[config.mk]
export PLATFORM = sky130hd
export DESIGN_NAME = byte_queue
export DESIGN_NICKNAME = d
export VERILOG_FILES = /design/src/rtl/byte_queue.sv
export SDC_FILE = /design/constraint.sdc
export NUM_CORES = 1
export LEC_CHECK = 0
export CAP_MARGIN = 20
export CORE_UTILIZATION = 25
export DETAILED_ROUTE_END_ITERATION = 16
export HOLD_SLACK_MARGIN = 0.06
export SLEW_MARGIN = 30
export SYNTH_ARGS = -nofsm -noshare
export SYNTH_HDL_FRONTEND = slang
export SYNTH_SLANG_ARGS = --single-unit
[constraint.sdc]
create_clock -name clock_10KHZ -period 3.26 [get_ports clock_10KHZ]
set_clock_uncertainty 0.2 [all_clocks]
set_input_delay 0.815 -clock clock_10KHZ [delete_from_list [all_inputs] [get_ports clock_10KHZ]]
set_output_delay 0.815 -clock clock_10KHZ [all_outputs]
set_load 0.005 [all_outputs]
[src/rtl/byte_queue.sv]
// Byte FIFO between the serial deserializer and its consumer.
// Bytes come in through a level ready/ack handshake and go out on single-cycle pop requests.
module byte_queue #(
    parameter int WIDTH = 8,
    parameter int DEPTH = 8
) (
    input  logic                     clock_10KHZ,
    input  logic                     reset,
    input  logic [WIDTH-1:0]         data_in,
    input  logic                     enqueue_in,
    output logic                     ack_out,
    input  logic                     dequeue_in,
    output logic [WIDTH-1:0]         data_out,
    output logic                     data_valid_out,
    output logic [$clog2(DEPTH):0]   len_out,
    output logic                     full_out,
    output logic                     empty_out
);

    localparam int AW = $clog2(DEPTH);
    localparam int LW = AW + 1;

    typedef enum logic {IDLE, ACK} state_t;

    state_t            state, state_next;
    logic [AW-1:0]     wr_ptr, rd_ptr;
    logic [WIDTH-1:0]  mem [DEPTH];
    logic              do_write, do_read;

    assign full_out  = (len_out == LW'(DEPTH));
    assign empty_out = (len_out == '0);
    assign ack_out   = (state == ACK);
    assign do_read   = dequeue_in && !empty_out;

    // One write per handshake: the byte is stored on the IDLE->ACK transition only.
    always_comb begin
        state_next = state;
        do_write   = 1'b0;
        case (state)
            IDLE: begin
                if (enqueue_in && !full_out) begin
                    do_write   = 1'b1;
                    state_next = ACK;
                end
            end
            ACK: begin
                if (!enqueue_in)
                    state_next = IDLE;
            end
            default: state_next = IDLE;
        endcase
    end

    always_ff @(posedge clock_10KHZ) begin
        if (reset)
            state <= IDLE;
        else
            state <= state_next;
    end

    always_ff @(posedge clock_10KHZ) begin
        if (do_write && !reset)
            mem[wr_ptr] <= data_in;
    end

    always_ff @(posedge clock_10KHZ) begin
        if (reset) begin
            wr_ptr         <= '0;
            rd_ptr         <= '0;
            len_out        <= '0;
            data_out       <= '0;
            data_valid_out <= 1'b0;
        end else begin
            data_valid_out <= do_read;
            if (do_write)
                wr_ptr <= wr_ptr + 1'b1;
            if (do_read) begin
                data_out <= mem[rd_ptr];
                rd_ptr   <= rd_ptr + 1'b1;
            end
            case ({do_write, do_read})
                2'b10:   len_out <= len_out + 1'b1;
                2'b01:   len_out <= len_out - 1'b1;
                default: len_out <= len_out;
            endcase
        end
    end

endmodule

Word-level counts from Yosys, hierarchy flattened

Memories as Yosys holds them, arrays and structs flattened. A register that Yosys moved wholly into a read port is not among the register bits.
Cells that the tools add are included.

Bits of input ports: 12
Word-level logic and storage cells: 29
Output and inout bits: 16
Flip-flop bits (word level): 12
Memories kept: 1
RAM bits: 64

Memory list:

| memory | words | width | rd ports | clocked after memory_dff | write ports | line | RTL |
|---|---|---|---|---|---|---|---|
| mem    | 8     | 8     | 1        | 1                        | 1           | 27   | `logic [WIDTH-1:0] mem [DEPTH];` |

Eq/ne operators: 3
Bitwise operators: 1
Reduce and logical (&&, ||, !) cells: 8
$add $sub $neg: 4
Muxes and demuxes: 7

Operator list:

| kind                                                 | number |
|---|---|
| case mux 4 bit (2 select lines)                      | 1 |
| adder 3 x 1 -> 3 bit (second input constant)         | 2 |
| two-way mux 1 bit                                    | 5 |
| adder 4 x 1 -> 4 bit (second input constant)         | 1 |
| equality test 4 bit (second input constant)          | 1 |
| zero test 4 bit                                      | 1 |
| subtractor 4 x 1 -> 4 bit (second input constant)    | 1 |
| logical AND 1 bit                                    | 3 |
| zero test 1 bit                                      | 3 |
| equality test 2 x 1 -> 1 bit (second input constant) | 1 |
| equality test 2 bit (second input constant)          | 1 |
| case mux 1 bit (2 select lines)                      | 1 |
| nonzero test 2 bit                                   | 1 |
| NOT 1 bit                                            | 1 |

Logic depth before layout (Yosys ltp)

Word-level depth: 8
Mapped depth: 10
Mapped depth without buffers: 10

Worst setup path before layout

Ideal clock, no wire load.

Path kind: input port to flip-flop
Start: input dequeue_in
End: register len_out[3]
Library setup time: 0.071 ns
Data required time: 2.989 ns
Data arrival time: 2.585 ns
Slack: 0.404 ns
Buffers on the path: 1
Cell stages on the path: 8
Path through: o41a_4 clkbuf_1 ha_1 ha_1 a21oi_1 a21oi_1 or4_1 a21oi_1

Longest elaborated chain between the ends: 3
Elaborated cells between the ends (all ways): 5
Classes of those cells: 2 x eq/ne; 1 x mux; 2 x reduce/logical

RTL lines:

| element                                                               | line | RTL |
|---|---|---|
| start, declared                                                       | 12   | `input logic dequeue_in,` |
| logical AND 1 bit (*)                                                 | 33   | `assign do_read = dequeue_in && !empty_out;` |
| named net do_read                                                     | 28   | `logic do_write, do_read;` |
| equality test 2 x 1 -> 1 bit or equality test 2 bit (tied branches)   | 81   | `case ({do_write, do_read})` |
| case mux 4 bit (2 select lines) or nonzero test 2 bit (tied branches) | -    |  |
| end signal, assigned                                                  | 82   | `2'b10: len_out <= len_out + 1'b1;` |
| end signal, assigned                                                  | 83   | `2'b01: len_out <= len_out - 1'b1;` |
| end signal, assigned                                                  | 84   | `default: len_out <= len_out;` |
| end, declared                                                         | 15   | `output logic [$clog2(DEPTH):0] len_out,` |

Mark *: on every way through the listed nets, which the timed path passes. The rest lies on a longest branch.
A chain may end at the register's enable or synchronous reset.

Worst setup path in the final report

Start: input enqueue_in
End: register len_out[3]

Longest elaborated chain between the ends: 5
Elaborated cells between the ends (all ways): 7
Classes of those cells: 2 x eq/ne; 3 x mux; 2 x reduce/logical

RTL lines:

| element                                                               | line | RTL |
|---|---|---|
| start, declared                                                       | 10   | `input logic enqueue_in,` |
| logical AND 1 bit (*)                                                 | 41   | `if (enqueue_in && !full_out) begin` |
| two-way mux 1 bit (*)                                                 | 41   |  |
| two-way mux 1 bit (*)                                                 | 39   | `case (state)` |
| equality test 2 x 1 -> 1 bit or equality test 2 bit (tied branches)   | 81   |  |
| case mux 4 bit (2 select lines) or nonzero test 2 bit (tied branches) | -    |  |

Every way passes the cells marked *; elsewhere a longest branch is shown, timed or not.

==> impl_metrics.xml <==
<?xml version="1.0" encoding="UTF-8"?>
<metrics>
  <group name="clock_network">
    <metric name="cts.hold.buffers_added" unit="">0</metric>
    <metric name="cts_made_buffers" unit="">9</metric>
    <metric name="cts-root-buf" unit="">sky130_fd_sc_hd__clkbuf_16</metric>
    <metric name="htreeDepth" unit="">3</metric>
    <metric name="cts_repair_resize_count" unit="">0</metric>
    <metric name="clk_transition_reported_paths" unit="ns">0.06</metric>
    <metric name="clk-insertion-delay-late" unit="ns">0.34</metric>
    <metric name="ctsLongestPathBuffers" unit="">2</metric>
    <metric name="cts.repair_timing.setup_buffer_count" unit="">0</metric>
    <metric name="cts.sinks" unit="">84</metric>
    <metric name="tritoncts" unit="">yes</metric>
  </group>
  <group name="finish">
    <metric name="postLayoutCellArea" unit="um2">4180</metric>
    <metric name="fill_cells" unit="">1263</metric>
    <metric name="drive_gt1_share" unit="%">25.3</metric>
    <metric name="antennaDiodeCount" unit="">0</metric>
    <metric name="stdcell_count" unit="">421</metric>
    <metric name="design.final.nets" unit="">262</metric>
    <metric name="area_growth" unit="%">25.0</metric>
  </group>
  <group name="critical_path">
    <metric name="r2r_setup_slack" unit="ns">0.43</metric>
    <metric name="worstSetupPathDepth" unit="">10</metric>
    <metric name="worstReg2RegEnd" unit="">len_out[3]$_SDFFE_PP0P_</metric>
    <metric name="reg2reg_from" unit="">len_out[3]$_SDFFE_PP0P_</metric>
    <metric name="path_delay_family" unit="">simple AND/OR/NAND/NOR gates</metric>
    <metric name="worst_path_most_repeated_cell" unit="">sky130_fd_sc_hd__a21oi_1</metric>
    <metric name="critical_path.cell_chain" unit="">clkdlybuf4s50_1 &gt; and2b_2 &gt; and2_4 &gt; clkinv_4 &gt; ha_1 &gt; ha_1 &gt; a21oi_1 &gt; a21oi_1 &gt; or4_1 &gt; a21oi_1</metric>
    <metric name="path_max_fanout" unit="">3</metric>
    <metric name="crit_type" unit="">in2reg</metric>
    <metric name="slowest_stage" unit="">sky130_fd_sc_hd__or4_1</metric>
    <metric name="r2r.worst_path.cells" unit="">9</metric>
    <metric name="critical_path.endpoint_type" unit="">flop</metric>
    <metric name="cp_data_arrival_time" unit="ns">3.10</metric>
    <metric name="worstPathBufferInverterCount" unit="">2</metric>
    <metric name="worst_setup_path_start_kind" unit="">primary input</metric>
    <metric name="delay_contributed_by_the_slowest_stage_of_the_critical_path" unit="ns">0.48</metric>
    <metric name="worstPathRequired" unit="ns">3.33</metric>
  </group>
  <group name="logic_synthesis">
    <metric name="number_of_nets_produced_by_synthesis" unit="">217</metric>
    <metric name="synthCells" unit="">199</metric>
    <metric name="synth_cell_types" unit="">38</metric>
    <metric name="post_synth_main_area_contributors" unit="">sky130_fd_sc_hd__edfxtp_1 (57%), sky130_fd_sc_hd__dfxtp_1 (12%), sky130_fd_sc_hd__mux4_2 (11%)</metric>
    <metric name="syn-cell-area" unit="um2">3340</metric>
    <metric name="yosys.cell_count.top_type" unit="">sky130_fd_sc_hd__edfxtp_1</metric>
    <metric name="avgSynthCellArea" unit="um2">16.8</metric>
    <metric name="synth_top_cell_area_share" unit="%">57.5</metric>
    <metric name="synthArstFlopShare" unit="%">0</metric>
    <metric name="ys.warnings.count" unit="">0</metric>
    <metric name="synth_top_cells_by_count" unit="">sky130_fd_sc_hd__edfxtp_1 (64), sky130_fd_sc_hd__nor2_1 (24), sky130_fd_sc_hd__dfxtp_1 (20)</metric>
    <metric name="dominantRegCellSynth" unit="">sky130_fd_sc_hd__edfxtp_1</metric>
    <metric name="yosys_register_bits" unit="">84</metric>
    <metric name="synth_sequential_area_ratio" unit="%">69.4</metric>
    <metric name="synth-edff-count" unit="">64</metric>
    <metric name="synth_top_area_cell" unit="">sky130_fd_sc_hd__edfxtp_1</metric>
  </group>
  <group name="timing">
    <metric name="maxSlewHeadroom" unit="%">45.8</metric>
    <metric name="final_setup_violations" unit="">0</metric>
    <metric name="worst_setup_slack_final" unit="ns">0.237</metric>
    <metric name="timing.setup.tns" unit="ns">0</metric>
    <metric name="tightestPinTransition" unit="ns">0.812</metric>
    <metric name="unrepaired_setup_endpoints_after_global_routing" unit="">no</metric>
    <metric name="final_hold_viol_count" unit="">0</metric>
    <metric name="finalMaxSlewViolations" unit="">0</metric>
    <metric name="final.min_clock_period" unit="ns">3.02</metric>
    <metric name="final_clock_period_utilization_by_the_worst_path" unit="%">92.7</metric>
    <metric name="max_freq" unit="MHz">331</metric>
  </group>
  <group name="routing">
    <metric name="detailedRoute.firstIterationViolations" unit="">52</metric>
    <metric name="wl_per_cell" unit="um">14.5</metric>
    <metric name="route.detailed.drc" unit="">0</metric>
    <metric name="drt_pre_antenna_iters" unit="">4</metric>
    <metric name="route.detailed.vias_per_inst" unit="">4.20</metric>
    <metric name="finalWirelength" unit="um">6100</metric>
    <metric name="ant_nets" unit="">0</metric>
    <metric name="num_vias" unit="">1770</metric>
  </group>
  <group name="floorplanning">
    <metric name="core_area" unit="um2">12800</metric>
    <metric name="initial_core_util" unit="%">26.1</metric>
    <metric name="die-width" unit="um">118</metric>
    <metric name="chipHeight" unit="um">118</metric>
    <metric name="core.rowCount" unit="">41</metric>
    <metric name="pin_count" unit="">28</metric>
    <metric name="area_enclosed_by_the_die_boundary" unit="um2">13800</metric>
  </group>
  <group name="power">
    <metric name="irDropWorstVdd" unit="uV">265</metric>
    <metric name="post_layout_power" unit="mW">3.15</metric>
    <metric name="netSwitchingFraction" unit="%">28.8</metric>
    <metric name="p_switching" unit="uW">907</metric>
    <metric name="cell_internal_pwr" unit="mW">2.24</metric>
    <metric name="share_clk_of_total_power" unit="%">30.6</metric>
    <metric name="combPwrFrac" unit="%">27.4</metric>
    <metric name="total_leakage_power" unit="nW">1.37</metric>
    <metric name="power.density" unit="nW/um2">754</metric>
    <metric name="seqPwrFrac" unit="%">42.0</metric>
  </group>
  <group name="worst_hold_path">
    <metric name="worst_hold_class" unit="">reg2reg</metric>
    <metric name="holdPathStages" unit="">2</metric>
    <metric name="timing.hold.worst_endpoint" unit="">data_out[6]$_SDFFE_PP0P_</metric>
    <metric name="min_from" unit="">data_out[6]$_SDFFE_PP0P_</metric>
  </group>
  <group name="placed_design">
    <metric name="post-dp-hpwl" unit="um">3980</metric>
    <metric name="placement.setup.worst_slack" unit="ns">-0.0936</metric>
    <metric name="placement.io_buffers" unit="">27</metric>
    <metric name="placed_cells" unit="">405</metric>
    <metric name="globalplace.congestion" unit="">0.713</metric>
    <metric name="postPlaceCellArea" unit="um2">3890</metric>
  </group>
  <group name="status">
    <metric name="result_of_the_run" unit="">complete, no violations</metric>
  </group>
  <group name="global_routing">
    <metric name="grt_antenna_before_repair" unit="">0</metric>
    <metric name="grt_pass1_wl" unit="um">10000</metric>
    <metric name="gr-total-overflow" unit="">0</metric>
    <metric name="grt.total_usage" unit="%">9.78</metric>
    <metric name="number_of_global_route_vias_before_repair" unit="">1894</metric>
    <metric name="grt_max_degree" unit="">21</metric>
  </group>
  <group name="run">
    <metric name="cap_viol_max_count" unit="">0</metric>
  </group>
</metrics>
==> worst max-delay path by stage <==
stage / startpoint / end / slack [ns]
2_1_floorplan: dequeue_in / len_out[3]$_SDFFE_PP0P_ / 0.40
3_5_place_dp: enqueue_in / len_out[3]$_SDFFE_PP0P_ / -0.09
5_1_grt: enqueue_in / len_out[3]$_SDFFE_PP0P_ / 0.14
3_3_place_gp: enqueue_in / len_out[3]$_SDFFE_PP0P_ / -0.02
4_1_cts: enqueue_in / len_out[3]$_SDFFE_PP0P_ / 0.26
6_report: enqueue_in / len_out[3]$_SDFFE_PP0P_ / 0.24
==> state kept, by name, summed over array words and instances (netlist names) <==
register,count
rd_ptr,3
data_valid_out,1
wr_ptr,3
mem,64
len_out,4
ack_out,1
data_out,8
==> per-layer routing <==
metal / vias to the layer above / part of all wire (%) / routed length (um) / GRT usage, %
met5: - / 0 / 0 / 0
met4: 0 / 2.1 / 128 / 4.57
met3: 12 / 3.7 / 226 / 3.29
met2: 27 / 50 / 3060 / 16.5
met1: 869 / 44 / 2680 / 11.1
li1: 862 / - / - / -
==> power groups by stage <==
stage | combinational, mW | sequential (mW) | clock (mW)
floorplan | 0.570 | 1.34 | 0
global placement | 0.860 | 1.35 | 0
detailed placement | 0.878 | 1.35 | 0
CTS | 0.881 | 1.33 | 0.997
global route | 0.966 | 1.34 | 1.03
finish | 0.864 | 1.32 | 0.964
==> layout make-up <==
| class | count | area (um2) | share of cell area [%] |
|---|---|---|---|
| clock buffers | 9 | 225 | 5.39 |
| clock inverters | 7 | 60.1 | 1.44 |
| well taps | 172 | 215 | 5.15 |
| multi-input cells | 101 | 943 | 22.6 |
| repair buffers | 43 | 390 | 9.34 |
| inverters | 5 | 23.8 | 0.569 |
| flip-flops and latches | 84 | 2320 | 55.6 |
==> placed cells by master (no fill, tap or decap), types with 2 or more instances in the layout <==
cell                              Yosys  layout
sky130_fd_sc_hd__xnor2_1              2       2
sky130_fd_sc_hd__a21oi_1              5       5
sky130_fd_sc_hd__nand2_1              5       5
sky130_fd_sc_hd__clkinv_4             1       3
sky130_fd_sc_hd__nor2_1              24      24
sky130_fd_sc_hd__clkbuf_16            0       9
sky130_fd_sc_hd__mux4_2              16      16
sky130_fd_sc_hd__ha_1                 5       5
sky130_fd_sc_hd__inv_8                0       2
sky130_fd_sc_hd__nand3_1              2       2
sky130_fd_sc_hd__nor3_2               8       8
sky130_fd_sc_hd__nor4_1               2       2
sky130_fd_sc_hd__o22ai_1              8       8
sky130_fd_sc_hd__clkdlybuf4s50_1      0      27
sky130_fd_sc_hd__inv_1                4       4
sky130_fd_sc_hd__xor2_1               4       4
sky130_fd_sc_hd__nor3_1               3       3
sky130_fd_sc_hd__buf_4                1      16
sky130_fd_sc_hd__dfxtp_1             20      20
sky130_fd_sc_hd__edfxtp_1            64      64
==> logic make-up (layout without fill, tap and decap cells) <==
kind of cell	after synthesis	after routing	share of synthesized area [%]
XOR/XNOR	6	6	1.57
flip-flops	84	84	69.4
AO/OA/AOI/OAI	16	16	3.37
multiplexers	17	17	11.1
AND/OR/NAND/NOR	56	56	9.73
adder cells (fa/ha/maj)	6	6	2.47
buffers and inverters	14	64	2.36
==> through the flow <==
| step | hold slack, ns | utilization, % |
|---|---|---|
| finish | 0.296 | 32.6 |
| global route | 0.322 | 32.6 |
| CTS | 0.304 | 32.6 |
| detailed placement | 0.289 | 30.4 |
| global placement | 0.283 | 30.4 |
| floorplan | 0.296 | - |
==> worst register-to-register path, delay by kind of cell, from the launching register on <==
kind	cells	cell delay, ns
compound gates	3	0.44
flops	1	0.44
fa+ha+maj	2	0.46
buf+inv	1	0.04
simple gates	3	1.18
Note: power is estimated with default switching activity, not from simulation.
